## src/rtl/tmds_serial_sequencer_pkg.sv

```systemverilog
// Shared types and constants for the TMDS serializer sequencer.
package tmds_pkg;
  typedef enum logic [1:0] {IDLE = 2'd0, LOAD = 2'd1, SHIFT = 2'd2} tmds_seq_state_t;
  localparam int TMDS_SYMBOL_BITS = 10;
  localparam int TMDS_CNT_W       = 4;
endpackage

```

## src/rtl/tmds_serial_sequencer_flex_counter.sv

```systemverilog
// Loadable up-counter with programmable rollover; flag is high while count == rollover_val.
module flex_counter #(
  parameter int NUM_CNT_BITS = 4
) (
  input  logic                    clk,
  input  logic                    n_rst,
  input  logic                    clear,
  input  logic                    count_enable,
  input  logic [NUM_CNT_BITS-1:0] rollover_val,
  output logic [NUM_CNT_BITS-1:0] count_out,
  output logic                    rollover_flag
);
  logic [NUM_CNT_BITS-1:0] cnt_d;

  always_comb begin
    cnt_d = count_out;
    if (clear)
      cnt_d = '0;
    else if (count_enable)
      cnt_d = (count_out == rollover_val) ? NUM_CNT_BITS'(1) : count_out + 1'b1;
  end

  always_ff @(posedge clk or negedge n_rst) begin
    if (!n_rst) begin
      count_out     <= '0;
      rollover_flag <= 1'b0;
    end else begin
      count_out     <= cnt_d;
      rollover_flag <= (cnt_d == rollover_val);
    end
  end
endmodule

```

## src/rtl/tmds_serial_sequencer.sv

```systemverilog
// Load/shift sequencer for the three TMDS serializers plus divide-by-symbol pixel clock.
module tmds_serial_sequencer import tmds_pkg::*; #(
  parameter int SYMBOL_BITS = TMDS_SYMBOL_BITS,
  parameter int CLK_HIGH    = SYMBOL_BITS / 2
) (
  input  logic                  clk,
  input  logic                  n_rst,
  input  logic                  enable,
  input  logic                  data_ready,
  output logic                  pixel_ack,
  output logic                  load_enable,
  output logic                  shift_enable,
  output logic                  tmds_clk,
  output logic [TMDS_CNT_W-1:0] bit_count,
  output logic                  busy,
  output logic                  underflow
);
  localparam logic [TMDS_CNT_W-1:0] LAST_BIT = TMDS_CNT_W'(SYMBOL_BITS - 1);
  localparam logic [TMDS_CNT_W-1:0] HIGH_CNT = TMDS_CNT_W'(CLK_HIGH);

  tmds_seq_state_t state, next_state;
  logic armed, sym_end, cnt_clr, cnt_en;

  // Counter follows next_state so bit_count is already 0 in LOAD and 1 on the first shift.
  assign cnt_clr = (next_state != SHIFT);
  assign cnt_en  = (next_state == SHIFT);

  flex_counter #(.NUM_CNT_BITS(TMDS_CNT_W)) u_bit_cnt (
    .clk          (clk),
    .n_rst        (n_rst),
    .clear        (cnt_clr),
    .count_enable (cnt_en),
    .rollover_val (LAST_BIT),
    .count_out    (bit_count),
    .rollover_flag(sym_end)
  );

  always_ff @(posedge clk or negedge n_rst) begin
    if (!n_rst) begin
      state     <= IDLE;
      armed     <= 1'b0;
      underflow <= 1'b0;
    end else begin
      state     <= next_state;
      armed     <= 1'b1;
      underflow <= (state == SHIFT) & sym_end & enable & ~data_ready;
    end
  end

  // armed blocks a load on the first edge after reset release.
  always_comb begin
    next_state = state;
    case (state)
      IDLE:    if (armed & enable & data_ready) next_state = LOAD;
      LOAD:    next_state = SHIFT;
      SHIFT:   if (sym_end) next_state = (enable & data_ready) ? LOAD : IDLE;
      default: next_state = IDLE;
    endcase
  end

  always_comb begin
    load_enable  = (state == LOAD);
    shift_enable = (state == SHIFT);
    busy         = (state != IDLE);
    pixel_ack    = load_enable;
    tmds_clk     = busy & (bit_count < HIGH_CNT);
  end
endmodule

```

## config.mk

```make
export PLATFORM = sky130hd
export DESIGN_NAME = tmds_serial_sequencer
export DESIGN_NICKNAME = d
export VERILOG_FILES = /design/src/rtl/tmds_serial_sequencer_pkg.sv /design/src/rtl/tmds_serial_sequencer_flex_counter.sv /design/src/rtl/tmds_serial_sequencer.sv
export SDC_FILE = /design/constraint.sdc
export NUM_CORES = 1
export LEC_CHECK = 0
export ABC_AREA = 1
export CELL_PAD_IN_SITES_DETAIL_PLACEMENT = 0
export CELL_PAD_IN_SITES_GLOBAL_PLACEMENT = 1
export CORE_UTILIZATION = 31
export DETAILED_ROUTE_END_ITERATION = 7
export HOLD_SLACK_MARGIN = 0.08
export PLACE_DENSITY = 0.83
export SLEW_MARGIN = 40
export SYNTH_ARGS = -nofsm -noshare
export SYNTH_HDL_FRONTEND = slang
export SYNTH_SLANG_ARGS = --single-unit
```

## constraint.sdc

```tcl
create_clock -name clk -period 1.5 [get_ports clk]
set_input_delay 0.45 -clock clk [delete_from_list [all_inputs] [get_ports clk]]
set_output_delay 0.45 -clock clk [all_outputs]
set_load 0.01 [all_outputs]
```

* After elaboration in Yosys (flattened, before gate mapping) *
Cells that the tools add are included.

cells by class
  reductions and logical operators = 2
  bitwise logic cells = 8
  $add $sub $neg = 1
  eq/ne operators = 6
  muxes and demuxes = 7
  order comparisons = 1

operators by type and width
  operator             number
  $mux 4               3
  $eq 4x4->1 const B   2
  $and 1x1->1          7
  $pmux 2 s3           1
  $add 4x1->4 const B  1
  $eq 2x2->1 const B   2
  $lt 4x3->1 const B   1
  $mux 2               2
  $eq 2x1->1 const B   1
  $logic_not 2->1      1
  $ne 2x2->1 const B   1
  $reduce_bool 2->1    1
  $mux 1               1
  $not 1->1            1

storage, ports and cells
  flip-flop bits (word level) = 9
  logic and storage cells = 30

* Logic depth before layout (Yosys ltp) *
  word-level depth = 8
  mapped depth = 8
  mapped depth without buffers = 8

* By module *
A second synthesis with hierarchy kept.

second synthesis, totals
  cell total of the unflattened synthesis = 103
  area, all modules = 651.9 µm²

modules (own cells, without submodules)
  module                 instances  area each (µm²)  cells an instance  sequential area each (µm²)
  flex_counter           1          419.2            71                 125.1
  tmds_serial_sequencer  1          232.7            32                 100.1

* Worst setup path after synthesis *
Ideal clock, no wire load.

  path type = flip-flop to output port
  start = reg u_bit_cnt.count_out[0]
  end = out tmds_clk
  path buffers = 0
  cell stages (with the launch flop) = 5
  arrival = 928 ps
  required time = 1050 ps
  slack = 122 ps
  cell sequence = dfrtp_1 -> inv_1 -> ha_1 -> o21ai_0 -> nor2_1

on the way
  longest elaborated chain between the ends = 2

ends and longest elaborated chain
  item                      line                                      source
  start: declaration        tmds_serial_sequencer_flex_counter.sv:10  output logic [NUM_CNT_BITS-1:0] count_out,
  start signal: assignment  tmds_serial_sequencer_flex_counter.sv:28  count_out <= cnt_d;
  $lt 4x3->1                tmds_serial_sequencer.sv:66               tmds_clk = busy & (bit_count < HIGH_CNT);
  $and 1x1->1               tmds_serial_sequencer.sv:66
  end: declaration          tmds_serial_sequencer.sv:13               output logic tmds_clk,

Every way passes these cells.

* Final worst setup path *
  start = reg u_bit_cnt.count_out[1]
  end = out tmds_clk

Same word-level chain as after synthesis.

==> flow_metrics.tcl <==
set metrics [dict create \
    outcome "finished, violations left" \
    violations "negative setup slack" \
    switchingPower_mw 0.5649 \
    clkPwrFrac_pct 12.7 \
    port-buffer-count 13 \
    slew_viol_final 0 \
    maxCapViolations 0 \
    drc 0 \
    peakVddDrop_mv 0.9702 \
    cts_buffer_depth 2 \
    layout-drive-gt1-share_pct 41.30 \
    grtUsageTotal_pct 12.74 \
    hold_path_class "input pin to asynchronous set/reset pin" \
    r2r-start "u_bit_cnt.count_out[1]" \
    internal_power_mw 0.8502 \
    timing.fmax_mhz 637.6 \
    power_density_nw_per_um2 1827 \
    rsz0062_at_grt "true" \
    coreArea_um2 1383 \
    setup_slack_ps -68.32 \
    fin_nets 100 \
    synth-xor-area-share_pct 0 \
    p_sw_share_pct 39.92 \
    grt.overflow.total 0 \
    critPathArrivalTime_ps 1120 \
    setup_tns_ps -68.32 \
    instances_no_fill 107 \
    combinationalPowerShare_pct 62.7 \
    ios 14 \
    hold_violations 0 \
    syn_area_um2 486.7 \
    period_share_pct 104.6 \
    yosys.area_share.simple_pct 31.88 \
    placed_area_um2 703.2 \
    ys_types 16 \
    num_antenna_cells 0 \
    synth-adder-area-share_pct 7.712 \
    htree_num_levels 1 \
    postCtsHoldBufs 0 \
    cts_made_buffers 3 \
    setup_viol 1 \
    routed_wl_um 1000 \
    fin_worst_skew_ps 2.246 \
    grt_max_degree 10 \
    p_leak_nw 0.4129 \
    fin_crit_ps 1568 \
    vias_per_cell 4.271 \
    synth_nets 68 \
    crit_start "u_bit_cnt.count_out[1]" \
    cts.clk_slew.worst_paths_ps 60 \
    fp.dieW_um 41.63 \
    core.rowCount 13 \
    hpwl_um 714.2 \
    insertion_delay_ps 260 \
    synth_compound_area_share_pct 1.028 \
    synthCells 61 \
    antenna_found_initial 0 \
    fin_area_um2 774.5 \
    grt_pass1_vias 381 \
    cts.sinks 9 \
    place_inst 98 \
    crit_path_end_kind "output pin" \
    gp_congestion 0.7809 \
    first_pass_iters 4 \
    pwr-share-seq_pct 24.6 \
    yosys_warnings 0 \
    synth_top_family_by_area "simple AND/OR/NAND/NOR gates" \
    die_y_um 41.63 \
    ys_seq_area_share_pct 46.27 \
    detailroute.via_count 457 \
    grt_pass1_wl_um 1628 \
    cp-start-kind "flip-flop" \
    ant_nets 0 \
    clockRootBuffer "clkbuf_4" \
    area_growth_syn_to_layout_pct 59.13 \
    crit_fanout 2 \
    critPathKind "flip-flop to output pin" \
    ys_seq_elements 9 \
    synth.avg_cell_area_um2 7.979 \
    wl_per_cell_um 9.346 \
    die_area_um2 1733 \
    synth_mux_area_share_pct 0 \
    cts_tree "done" \
    cp.required_ps 1050 \
    start_util_pct 35.20 \
    drt_iter0_markers 10 \
]
## worst paths after layout
check                                           to  slack [ps]  depth (start not counted)
max                                       tmds_clk         -70                          5
min                                       state[0]         480                          1
max reg2reg                u_bit_cnt.rollover_flag         200                          9
min reg2reg                              underflow         540                          2
max in group asynchronous   u_bit_cnt.count_out[3]         730                          1
min in group clk                         underflow         540                          2
## sequential cells by signal, indices dropped and copies added (netlist names)
name	flops
state	2
u_bit_cnt.count_out	4
armed	1
underflow	1
u_bit_cnt.rollover_flag	1
## metrics by stage
| step | total power, mW | utilization, % | setup slack [ps] | hold WS [ps] |
|---|---|---|---|---|
| CTS | 1.328 | 53.39 | -81.16 | 488.6 |
| global placement | 1.129 | 50.86 | -185.4 | 529.4 |
| floorplan | 0.7349 | - | 121.7 | 154.4 |
| detailed placement | 1.134 | 50.86 | -228.3 | 524.0 |
| finish | 1.415 | 56.02 | -68.32 | 484.7 |
| global route | 1.546 | 56.02 | -159.6 | 500.6 |
## synth_stat cells
cell type | count | area, um^2
nor2_1 | 8 | 30.03
nand2_4 | 1 | 11.26
nor2_4 | 2 | 22.52
clkinv_1 | 1 | 3.750
nor3_1 | 3 | 15.01
nand3_1 | 3 | 15.01
nand4_1 | 1 | 6.260
buf_4 | 1 | 7.510
o21ai_0 | 1 | 5.000
inv_1 | 12 | 45.04
ha_1 | 3 | 37.54
nand2_2 | 1 | 6.260
nand2_1 | 13 | 48.80
inv_2 | 1 | 3.750
dfrtp_1 | 9 | 225.2
conb_1 | 1 | 3.750
## worst max-delay path, cell delays in order (launching register included)
cell,delay (ps)
dfrtp_1,380
inv_2,60
ha_4,150
o21ai_2,90
nor2_1,50
buf_2,130
## metal layers
metal | global-route usage, % | vias to the layer above | routed length [um]
li1 | - | 242 | -
met1 | 16.21 | 203 | 437
met2 | 18.75 | 8 | 494
met3 | 5.217 | 4 | 51
met4 | 5.806 | 0 | 16
met5 | 0 | - | 0
## what timing repair did
action / CTS / global route
gates cloned: 0 / 0
gates resized for setup: 33 / 13
setup buffers: 4 / 1
setup endpoints to repair: 10 / 7
pin swaps: 2 / 2
## kinds of logic (layout without fill, tap and decap cells)
group           Yosys count  in the layout
fa+ha+maj                 3              3
simple gates             32             32
buf+inv                  15             46
compound gates            1              1
other cells               1              1
flops                     9              9
## layout make-up
| type | instances | area (um^2) |
|---|---|---|
| fill | 123 | 608.1 |
| multi-input combinational | 37 | 227.7 |
| inverter | 14 | 52.55 |
| sequential | 9 | 225.2 |
| tap | 15 | 18.77 |
| clock buffer | 4 | 26.28 |
| timing repair buffer | 28 | 224.0 |
## power groups by stage
stage / registers (mW) / clock network (mW) / logic, mW
after floorplan: 0.401 / 0 / 0.334
after global placement: 0.345 / 0 / 0.785
after detailed placement: 0.346 / 0 / 0.788
after CTS: 0.337 / 0.190 / 0.801
after global routing: 0.355 / 0.204 / 0.987
final: 0.349 / 0.179 / 0.887
## placed cells by master (no fill, tap or decap), types with 4 or more instances in the layout
cell      n
buf_4    14
buf_6     4
dfrtp_1   9
inv_1     9
inv_2     4
nand2_1  13
nor2_1    6
Power figures use the tool's default switching activity.
